===== config.mk =====
export PLATFORM = sky130hd
export DESIGN_NAME = ccff_chain_loader
export DESIGN_NICKNAME = d
export VERILOG_FILES = /design/src/rtl/ccff_chain_loader.sv
export SDC_FILE = /design/constraint.sdc
export NUM_CORES = 1
export LEC_CHECK = 0
export ABC_AREA = 1
export BUFFER_PORTS_ARGS = -buffer_cell sky130_fd_sc_hd__buf_2
export CAP_MARGIN = 20
export CORE_MARGIN = 3
export CORE_UTILIZATION = 35
export CTS_CLUSTER_DIAMETER = 60
export DETAILED_ROUTE_END_ITERATION = 12
export SLEW_MARGIN = 20
export SYNTH_ARGS = -nofsm -noshare
export SYNTH_HDL_FRONTEND = slang
export SYNTH_SLANG_ARGS = --single-unit

===== constraint.sdc =====
create_clock -name clk -period 1.3 [get_ports clk]
set_input_delay 0.195 -clock clk [delete_from_list [all_inputs] [get_ports clk]]
set_output_delay 0.195 -clock clk [all_outputs]
set_load 0.005 [all_outputs]

===== src/rtl/ccff_chain_loader.sv =====
// Serial loader for one tile's configuration flip-flop chain: words in over valid/ready, bits out LSB first.
// Optional CCFF_VERIFY_EN adds a CRC-8 recirculating readback pass that flags chain corruption on error.
module ccff_chain_loader #(
  parameter int unsigned CHAIN_LEN = 64,
  parameter int unsigned WORD_W    = 8
) (
  input  logic              clk,
  input  logic              reset,
  input  logic              start,
  input  logic              word_valid,
  input  logic [WORD_W-1:0] word_data,
  output logic              word_ready,
  output logic              ccff_head,
  output logic              ccff_shift_en,
  input  logic              ccff_tail,
  output logic              busy,
  output logic              done,
  output logic              error
);
  localparam int unsigned CNT_W = $clog2(CHAIN_LEN + 1);
  localparam int unsigned BIT_W = $clog2(WORD_W + 1);
  localparam logic [CNT_W-1:0] LAST_BIT  = CNT_W'(CHAIN_LEN);
  localparam logic [BIT_W-1:0] LAST_WBIT = BIT_W'(WORD_W);

  typedef enum logic [2:0] {
    ST_IDLE,
    ST_WAIT_WORD,
    ST_SHIFT,
`ifdef CCFF_VERIFY_EN
    ST_VERIFY,
`endif
    ST_DONE
  } state_t;

  state_t            r_state, w_state_nxt;
  logic [WORD_W-1:0] r_sreg, w_sreg_nxt;
  logic [CNT_W-1:0]  r_bit_cnt, w_bit_cnt_nxt;
  logic [BIT_W-1:0]  r_word_bits, w_word_bits_nxt;
  logic              r_head, w_head_nxt;
  logic              r_shift_en, w_shift_en_nxt;
  logic              r_word_ready, w_word_ready_nxt;
  logic              r_busy, w_busy_nxt;
  logic              r_done, w_done_nxt;
  logic              r_error, w_error_nxt;

`ifdef CCFF_VERIFY_EN
  logic [7:0] r_crc_s, w_crc_s_nxt;
  logic [7:0] r_crc_v, w_crc_v_nxt;
  logic       r_verify, w_verify_nxt;

  function automatic logic [7:0] crc8_step(input logic [7:0] crc, input logic bit_in);
    crc8_step = {crc[6:0], 1'b0} ^ ((crc[7] ^ bit_in) ? 8'h07 : 8'h00);
  endfunction
`else
  logic w_unused_tail;
  assign w_unused_tail = ccff_tail;
`endif

  // Next-state, datapath and registered-output decode
  always_comb begin
    w_state_nxt     = r_state;
    w_sreg_nxt      = r_sreg;
    w_bit_cnt_nxt   = r_bit_cnt;
    w_word_bits_nxt = r_word_bits;
    w_head_nxt      = 1'b0;
    w_shift_en_nxt  = 1'b0;
    w_done_nxt      = r_done;
    w_error_nxt     = r_error;
`ifdef CCFF_VERIFY_EN
    w_crc_s_nxt     = r_crc_s;
    w_crc_v_nxt     = r_crc_v;
    w_verify_nxt    = 1'b0;
`endif
    case (r_state)
      ST_IDLE, ST_DONE: begin
        if (start) begin
          w_state_nxt     = ST_WAIT_WORD;
          w_done_nxt      = 1'b0;
          w_error_nxt     = 1'b0;
          w_bit_cnt_nxt   = '0;
          w_word_bits_nxt = '0;
          w_sreg_nxt      = '0;
`ifdef CCFF_VERIFY_EN
          w_crc_s_nxt     = 8'h00;
          w_crc_v_nxt     = 8'h00;
`endif
        end
      end
      ST_WAIT_WORD: begin
        if (word_valid && r_word_ready) begin
          w_state_nxt     = ST_SHIFT;
          w_head_nxt      = word_data[0];
          w_sreg_nxt      = word_data >> 1;
          w_shift_en_nxt  = 1'b1;
          w_bit_cnt_nxt   = r_bit_cnt + CNT_W'(1);
          w_word_bits_nxt = BIT_W'(1);
        end
      end
      ST_SHIFT: begin
`ifdef CCFF_VERIFY_EN
        w_crc_s_nxt = crc8_step(r_crc_s, r_head);
`endif
        // Chain-full check wins so unused upper bits of the last word are dropped
        if (r_bit_cnt == LAST_BIT) begin
`ifdef CCFF_VERIFY_EN
          w_state_nxt    = ST_VERIFY;
          w_shift_en_nxt = 1'b1;
          w_verify_nxt   = 1'b1;
          w_bit_cnt_nxt  = CNT_W'(1);
`else
          w_state_nxt    = ST_DONE;
          w_done_nxt     = 1'b1;
`endif
        end else if (r_word_bits == LAST_WBIT) begin
          w_state_nxt = ST_WAIT_WORD;
        end else begin
          w_head_nxt      = r_sreg[0];
          w_sreg_nxt      = r_sreg >> 1;
          w_shift_en_nxt  = 1'b1;
          w_bit_cnt_nxt   = r_bit_cnt + CNT_W'(1);
          w_word_bits_nxt = r_word_bits + BIT_W'(1);
        end
      end
`ifdef CCFF_VERIFY_EN
      ST_VERIFY: begin
        w_crc_v_nxt = crc8_step(r_crc_v, ccff_tail);
        if (r_bit_cnt == LAST_BIT) begin
          w_state_nxt = ST_DONE;
          w_done_nxt  = 1'b1;
          w_error_nxt = (w_crc_v_nxt != r_crc_s);
        end else begin
          w_shift_en_nxt = 1'b1;
          w_verify_nxt   = 1'b1;
          w_bit_cnt_nxt  = r_bit_cnt + CNT_W'(1);
        end
      end
`endif
      default: w_state_nxt = ST_IDLE;
    endcase
    w_word_ready_nxt = (w_state_nxt == ST_WAIT_WORD);
    w_busy_nxt       = (w_state_nxt != ST_IDLE) && (w_state_nxt != ST_DONE);
  end

  always_ff @(posedge clk or negedge reset) begin
    if (!reset) begin
      r_state      <= ST_IDLE;
      r_sreg       <= '0;
      r_bit_cnt    <= '0;
      r_word_bits  <= '0;
      r_head       <= 1'b0;
      r_shift_en   <= 1'b0;
      r_word_ready <= 1'b0;
      r_busy       <= 1'b0;
      r_done       <= 1'b0;
      r_error      <= 1'b0;
`ifdef CCFF_VERIFY_EN
      r_crc_s      <= 8'h00;
      r_crc_v      <= 8'h00;
      r_verify     <= 1'b0;
`endif
    end else begin
      r_state      <= w_state_nxt;
      r_sreg       <= w_sreg_nxt;
      r_bit_cnt    <= w_bit_cnt_nxt;
      r_word_bits  <= w_word_bits_nxt;
      r_head       <= w_head_nxt;
      r_shift_en   <= w_shift_en_nxt;
      r_word_ready <= w_word_ready_nxt;
      r_busy       <= w_busy_nxt;
      r_done       <= w_done_nxt;
      r_error      <= w_error_nxt;
`ifdef CCFF_VERIFY_EN
      r_crc_s      <= w_crc_s_nxt;
      r_crc_v      <= w_crc_v_nxt;
      r_verify     <= w_verify_nxt;
`endif
    end
  end

`ifdef CCFF_VERIFY_EN
  // Recirculation must close the loop in the same cycle, so head follows tail directly
  assign ccff_head = r_verify ? ccff_tail : r_head;
`else
  assign ccff_head = r_head;
`endif
  assign ccff_shift_en = r_shift_en;
  assign word_ready    = r_word_ready;
  assign busy          = r_busy;
  assign done          = r_done;
  assign error         = r_error;
endmodule


### Word-level counts from Yosys, hierarchy flattened

Index checks and enable logic that the tools add are counted.

| word-level totals | value |
|---|---|
| register bits after elaboration | 27 |
| input bits | 13 |
| output and inout bits | 6 |

| operators by class | value |
|---|---|
| add/sub/neg operators | 2 |
| equal/unequal tests | 12 |
| multiplexer cells | 31 |
| reduce and logical (&&, ||, !) cells | 9 |

Operators by type and width:

| operator | count |
|---|---|
| two-way mux 8 bit | 4 |
| two-way mux 7 bit | 4 |
| one-hot mux 8 bit (3 select lines) | 1 |
| one-hot mux 7 bit (3 select lines) | 1 |
| two-way mux 4 bit | 4 |
| two-way mux 3 bit | 4 |
| one-hot mux 4 bit (3 select lines) | 1 |
| != test 2 bit, second input constant | 5 |
| one-hot mux 3 bit (3 select lines) | 1 |
| two-way mux 1 bit | 8 |
| adder 7 x 1 -> 7 bit, second input constant | 1 |
| == test 7 bit, second input constant | 1 |
| == test 3 x 1 -> 1 bit, second input constant | 2 |
| == test 3 x 2 -> 1 bit, second input constant | 2 |
| one-hot mux 1 bit (2 select lines) | 3 |
| nonzero test 3 bit | 2 |
| AND reduction 5 bit | 1 |
| adder 4 x 1 -> 4 bit, second input constant | 1 |
| == test 4 bit, second input constant | 1 |
| zero test 3 bit | 1 |
| != test 3 x 2 -> 1 bit, second input constant | 1 |
| AND reduction 3 bit | 1 |
| logical AND 1 bit | 2 |
| nonzero test 2 bit | 1 |
| OR reduction 2 bit | 1 |

### Logic depth before layout (Yosys ltp)

Gate-level depths: netlist (run 1).

| logic depth | value |
|---|---|
| depth after elaboration | 6 |
| gate-level depth with buffers | 11 |
| depth with buffers taken out | 10 |

### Worst setup path after synthesis (run 1)

OpenSTA, ideal clock, no wires.

| path | value |
|---|---|
| path type | flip-flop to flip-flop |
| start point | register r_bit_cnt[0] |
| end point | register r_word_bits[2] |
| setup time | 0.117 ns |
| arrival | 1.299 ns |
| required time | 1.183 ns |
| path slack | -0.116 ns |
| stages on the path, launching flop included | 12 |
| buffers on the path | 1 |
| cells stage by stage | dfrtp_1 inv_1 ha_1 nand2_1 inv_1 nand3_2 nand2_1 nand2_2 nand2_4 buf_6 nand2_1 nand2_1 |

| on the way | value |
|---|---|
| cells in the longest elaborated chain, start to end | 3 |

RTL lines:

| item | RTL line | RTL |
|---|---|---|
| start, declared | 37 | `logic [CNT_W-1:0] r_bit_cnt, w_bit_cnt_nxt;` |
| start signal, assigned | 164 | `r_bit_cnt <= w_bit_cnt_nxt;` |
| == test 7 bit | 104 | `if (r_bit_cnt == LAST_BIT) begin` |
| != test 2 bit (no source line) | -- |  |
| AND reduction 5 bit (no source line) | -- |  |
| end signal, assigned | 165 | `r_word_bits <= w_word_bits_nxt;` |
| end, declared | 38 | `logic [BIT_W-1:0] r_word_bits, w_word_bits_nxt;` |

No other way between the ends.
A chain may end at the register's enable or synchronous reset.

### Worst setup path after layout (run 1)

| path | value |
|---|---|
| start point | register r_bit_cnt[0] |
| end point | register r_sreg[6] |

| on the way | value |
|---|---|
| cells in the longest elaborated chain, start to end | 3 |

RTL lines:

| item | RTL line | RTL |
|---|---|---|
| == test 7 bit | 104 |  |
| != test 2 bit (no source line) | -- |  |
| AND reduction 5 bit (no source line) | -- |  |
| end signal, assigned | 163 | `r_sreg <= w_sreg_nxt;` |
| end, declared | 36 | `logic [WORD_W-1:0] r_sreg, w_sreg_nxt;` |

No other way between the ends.

==> results.cfg, run 1 <==
[worst_hold_path]
whs_path_depth = 3
min-delay-path-class = input port to flop

[clock_network]
cts.path.max_buffers = 2
path_clk_slew_ps = 100
tritoncts = built
numCtsBuffers = 3
root_buffer = clkbuf_8
cts.sinks = 26
htree_levels = 1
worstSkewPairLatency_ps = 280

[yosys]
yosysUniqueCellTypes = 22
synth_top_area_share_pct = 42.00
synth_area_sq_um = 1549
ys.flop_type = dfrtp_1
synthCells = 224
synth_area_leader_cell = dfrtp_1
avgSynthCellArea_sq_um = 6.915
ys_seq_area_share_pct = 42.00
synthTopCellsByArea = dfrtp_1 (42%), nand2_1 (23%), nand3_1 (6.8%)
synth_warnings = 0
synth_edf_count = 0
ys_ff_latch = 26
async_flop_share_pct = 100.0

[final_layout]
fin_nets = 287
fillCellCount = 404
fin_cells = 319
drive_gt1_share_pct = 35.32
synthToLayoutAreaGrowth_pct = 40.06
diodes = 0

[placed_design]
post-dp-hpwl_microns = 2537
io_buffers = 16
pre_cts_slack_ps = -117.0
dp.cells = 311
gp_congestion = 0.8279

[pwr]
cellPowerDensity_nw_per_um2 = 1114
total_power_mw = 2.416
cellLeakagePower_nw = 1.146
ir_drop_mv = 0.8219

[drt]
via_per_inst = 4.718
vias = 1505
first_pass_iters = 4
routed_wl_microns = 3790
drc = 0
drt-initial-drc-count = 92
wl_per_cell_microns = 11.88
ant_nets = 0

[sta]
fin_crit_ps = 1379
period_share_pct = 106.1
fmax_mhz = 725.2
finalSetupViolCount = 20
setup_tns_ps = -998.2
worstMarginPinSlew_ps = 595.6
drv_slew = 0
finalHoldViolCount = 0
fin_ws_ps = -78.95
max_slew_margin_pct = 60.29
rsz0062_at_grt = true
fin_skew_ps = 5.326

[status]
violations = negative setup slack
status = complete, but fails checks

[critical_path]
startpoint_type = flop
worst-path-max-fanout = 7
endpoint_kind = flop
critPathKind = flop to flop
crit_arrival_ps = 1560
worstRegToRegCells = 10
reg2reg_slack_ps = -80
crit_required_ps = 1480

[floorplanning]
start_util_pct = 37.38
placeableCoreArea_sq_um = 4144
row_count = 23
ios = 19
die_h_microns = 72.53
fp.dieW_microns = 72.53
dieArea_sq_um = 5260

[global_routing]
gr-total-overflow = 0
grt_max_degree = 27
grt_pass1_wl_microns = 6465
grt_pass1_vias = 1496
antenna_found_initial = 0
grt_use_total_pct = 15.62

[job]
drv_cap = 0
## worst paths after layout
check | endpoint | startpoint
min reg2reg | r_sreg[5] | r_sreg[5]
max | r_sreg[6] | r_bit_cnt[0]
min in group asynchronous | r_bit_cnt[1] | reset
max reg2reg | r_sreg[6] | r_bit_cnt[0]
min | ccff_head | word_data[0]
max in group asynchronous | r_state[0] | reset
## through the flow
stage | util (%) | hold slack [ps] | instance area [sq um]
detailed placement | 45.23 | 252.8 | 1874
global placement | 45.23 | 241.3 | 1874
CTS | 49.67 | 147.2 | 2058
floorplan | - | -100.6 | 1568
finish | 52.36 | 157.9 | 2170
global route | 52.36 | 170.9 | 2170
## cell usage after synthesis, types with 2 or more instances
master,count
a21oi_1,3
buf_2,3
buf_4,3
dfrtp_1,26
ha_1,4
inv_1,21
inv_2,2
nand2_1,96
nand2_2,4
nand3_1,21
nand4_1,4
nor2_1,22
nor2_2,3
o21ai_0,3
xnor2_1,2
## cell type report
class / instances / area, sq um / area share, %
sequential: 26 / 650.6 / 29.99
inverter: 23 / 86.33 / 3.979
clock inverter: 1 / 30.03 / 1.384
multi-input combinational: 169 / 948.4 / 43.71
tap: 50 / 62.56 / 2.884
clock buffer: 3 / 41.29 / 1.903
timing repair buffer: 47 / 350.3 / 16.15
## layout by cell type, fill, tap and decap left out
master / synthesis / layout
buf_4: 3 / 25
nand3b_1: 1 / 1
buf_2: 3 / 16
nand2_8: 0 / 2
nand2_1: 96 / 87
nand2_4: 1 / 4
nor2_2: 3 / 5
nand3_2: 1 / 10
buf_8: 0 / 2
inv_1: 21 / 15
nand4_1: 4 / 4
conb_1: 1 / 2
xnor2_1: 2 / 2
ha_4: 0 / 2
dfrtp_1: 26 / 26
nor2_1: 22 / 19
buf_6: 1 / 2
a21oi_2: 0 / 1
buf_12: 0 / 1
nand2_2: 4 / 8
dlygate4sd3_1: 0 / 1
ha_1: 4 / 2
nor2_4: 1 / 2
nand3_1: 21 / 10
inv_2: 2 / 8
o21ai_1: 0 / 2
a21oi_1: 3 / 2
nor3_2: 0 / 1
bufinv_16: 0 / 1
o21ai_0: 3 / 1
nand3_4: 0 / 2
clkbuf_8: 0 / 3
## metal layers
| layer | track usage, % | wire (microns) | up-vias |
|---|---|---|---|
| li1 | - | - | 777 |
| met1 | 20.26 | 1740 | 701 |
| met2 | 26.05 | 1882 | 22 |
| met3 | 2.632 | 119 | 5 |
| met4 | 5.738 | 46 | 0 |
| met5 | 0 | 0 | - |
## report_power, final
group          internal (mW)  switching, mW
registers              0.904         0.0523
logic                  0.335          0.439
clock network          0.413          0.273
total                   1.65          0.764
## critical path, stage by stage (launching register included)
cell and delay [ps]:
dfrtp_1 400, inv_2 80, ha_4 140, nand2_2 50, inv_2 60, nand3_4 90
nand2_4 110, nand2_8 80, buf_8 150, nand3b_1 80, nand2_1 50
## registers in the layout, indices dropped and copies added, names as in the netlist
| register | flops |
|---|---|
| r_sreg | 7 |
| ccff_head | 1 |
| word_ready | 1 |
| done | 1 |
| r_state | 3 |
| ccff_shift_en | 1 |
| r_word_bits | 4 |
| r_bit_cnt | 7 |
| busy | 1 |
## cell families after synthesis
logic type	synth area share (%)
adder cells (fa/ha/maj)	3.231
other	0.2421
flip-flops	42.00
AND/OR/NAND/NOR	42.73
AO/OA/AOI/OAI	1.938
buffers and inverters	8.724
XOR/XNOR	1.131
## repair_timing
action                                 CTS  global route
setup endpoints to repair               22            25
buffers inserted                         3             0
resized for setup                       20            30
hold buffers                             1             0
endpoints found under the hold margin   26             0
pin swaps                               16            18
Power figures use the tool's default switching activity.
==> inputs of run 2 (changes only) <==
--- a/config.mk
+++ b/config.mk
@@ -8,10 +8,12 @@
 export ABC_AREA = 1
 export BUFFER_PORTS_ARGS = -buffer_cell sky130_fd_sc_hd__buf_2
 export CAP_MARGIN = 20
+export CORE_ASPECT_RATIO = 1.75
 export CORE_MARGIN = 3
 export CORE_UTILIZATION = 35
 export CTS_CLUSTER_DIAMETER = 60
 export DETAILED_ROUTE_END_ITERATION = 12
+export SETUP_SLACK_MARGIN = 0.02
 export SLEW_MARGIN = 20
 export SYNTH_ARGS = -nofsm -noshare
 export SYNTH_HDL_FRONTEND = slang
==> constraint.sdc (replaced) <==
create_clock -name clk -period 1.7 [get_ports clk]
set_input_delay 0.255 -clock clk [delete_from_list [all_inputs] [get_ports clk]]
set_output_delay 0.255 -clock clk [all_outputs]
set_load 0.005 [all_outputs]
==> run 2 against run 1 <==
Against the previous run: the run now ends clean; global-route usage is 0.33 points lower; core utilization is 9.1 points lower; sequential power is 23% lower; maximum frequency is 10% lower; final cell count is 6.9% lower; power is 31% lower; die area is 0.60% higher.
==> results.cfg, run 2 (synthesized netlist as in run 1, its figures left out) <==
[drt]
ant_nets = 0
drt-initial-drc-count = 39
wl_per_cell_microns = 11.78
via_per_inst = 4.663
first_pass_iters = 4
routed_wl_microns = 3500
drc = 0
vias = 1385

[clock_network]
numCtsBuffers = 3
worstSkewPairLatency_ps = 280
tritoncts = built
htree_levels = 1
root_buffer = clkbuf_8
cts.path.max_buffers = 2
path_clk_slew_ps = 100
cts.sinks = 26

[pwr]
cellLeakagePower_nw = 1.036
ir_drop_mv = 0.8159
cellPowerDensity_nw_per_um2 = 916.1

[sta]
max_slew_margin_pct = 60.65
worstMarginPinSlew_ps = 590.3
rsz0062_at_grt = false
finalSetupViolCount = 0
fin_skew_ps = 11.81
fin_crit_ps = 1535
drv_slew = 0
fmax_mhz = 651.6
setup_tns_ps = 0
period_share_pct = 90.28
finalHoldViolCount = 0

[floorplanning]
die_h_microns = 94.01
fp.dieW_microns = 56.29
dieArea_sq_um = 5292
start_util_pct = 36.98
placeableCoreArea_sq_um = 4189
ios = 19
row_count = 31

[critical_path]
cp_top_family = simple AND/OR/NAND/NOR gates
worst-path-max-fanout = 6
crit_required_ps = 1870
path_cells = inv_2 > ha_2 > nand2_1 > inv_1 > nand3_2 > nand2_1 > nand2_4 > buf_4 > nand3_1 > nand2_1
cpMostUsedCell = nand2_1
endpoint_kind = flop
cp_slowest_cell = dfrtp_1
critPathKind = flop to flop
crit_buf_inv = 3
crit_arrival_ps = 1700
cpPeakStageDelay_ps = 400
startpoint_type = flop

[global_routing]
gr-total-overflow = 0
grt_max_degree = 27
grt_pass1_vias = 1395
antenna_found_initial = 0
grt_pass1_wl_microns = 6285
grt_use_total_pct = 15.29

[final_layout]
fillCellCount = 463
drive_gt1_share_pct = 17.34
layout_common_cells = nand2_1 (96), dfrtp_1 (26), nor2_1 (22)
synthToLayoutAreaGrowth_pct = 16.88
diodes = 0
fin_util_pct = 43.22
reg_top3 = r_bit_cnt: 7 flops, r_sreg: 7 flops, r_word_bits: 4 flops
fin_nets = 266
mostFrequentLayoutCell = nand2_1

[status]
status = complete, no violations

[worst_hold_path]
min-delay-path-class = input port to flop

[placed_design]
post-dp-hpwl_microns = 2681
gp_congestion = 0.7239
io_buffers = 16

[job]
drv_cap = 0
run 2: final cells by class:
class | count | area, sq um | share of cell area (%)
tap | 49 | 61.31 | 3.386
inverter | 23 | 86.33 | 4.768
multi-input combinational | 169 | 783.3 | 43.26
clock inverter | 1 | 30.03 | 1.659
clock buffer | 3 | 41.29 | 2.281
timing repair buffer | 26 | 157.7 | 8.708
sequential | 26 | 650.6 | 35.94
run 2: per-layer routing:
| metal | wire [microns] | GRT usage (%) |
|---|---|---|
| met5 | 0 | 0 |
| met4 | 121 | 7.921 |
| met3 | 80 | 1.376 |
| met2 | 1965 | 29.10 |
| met1 | 1332 | 16.23 |
run 2: per-stage QoR:
step	setup WS, ps	area (sq um)	hold WS (ps)	total power [mW]	instances
final	165.2	1810	221.8	1.659	297
after global routing	22.78	1810	240.8	1.788	297
after CTS	121.0	1794	214.1	1.681	297
after detailed placement	158.3	1713	301.2	1.144	292
after global placement	165.7	1713	299.9	1.140	292
after floorplan	283.7	1553	-40.59	1.007	225
run 2: worst reg2reg max path, delay by kind of cell (launching register included):
kind / cells / cell delay (ps)
flip-flops: 1 / 400
AND/OR/NAND/NOR: 6 / 500
buffers and inverters: 3 / 310
adder cells (fa/ha/maj): 1 / 190
run 2: final timing paths:
path                         startpoint            end  slack [ps]  cells after the start
setup / recovery           r_bit_cnt[0]      r_sreg[0]         170                     10
hold / removal             word_data[0]      ccff_head         220                      3
setup reg to reg           r_bit_cnt[0]      r_sreg[0]         170                     10
hold reg to reg               r_sreg[2]      r_sreg[2]         480                      2
max in group asynchronous         reset           done         800                      2
min in group asynchronous         reset  ccff_shift_en         500                      2
run 2: where the power goes:
part	total (mW)	switching, mW	internal (mW)	leakage, nW
Sequential	0.740	0.0488	0.692	0.353
Clock	0.525	0.210	0.316	0.0357
Combinational	0.393	0.253	0.140	0.647
Total	1.66	0.511	1.15	1.04
run 2: repair_timing:
| action | in CTS | in global routing |
|---|---|---|
| hold buffers | 1 | 0 |
| endpoints found under the hold margin | 26 | 0 |
| endpoints found under the setup margin | 0 | 18 |
| setup buffers | 0 | 0 |
| resized for setup | 0 | 4 |
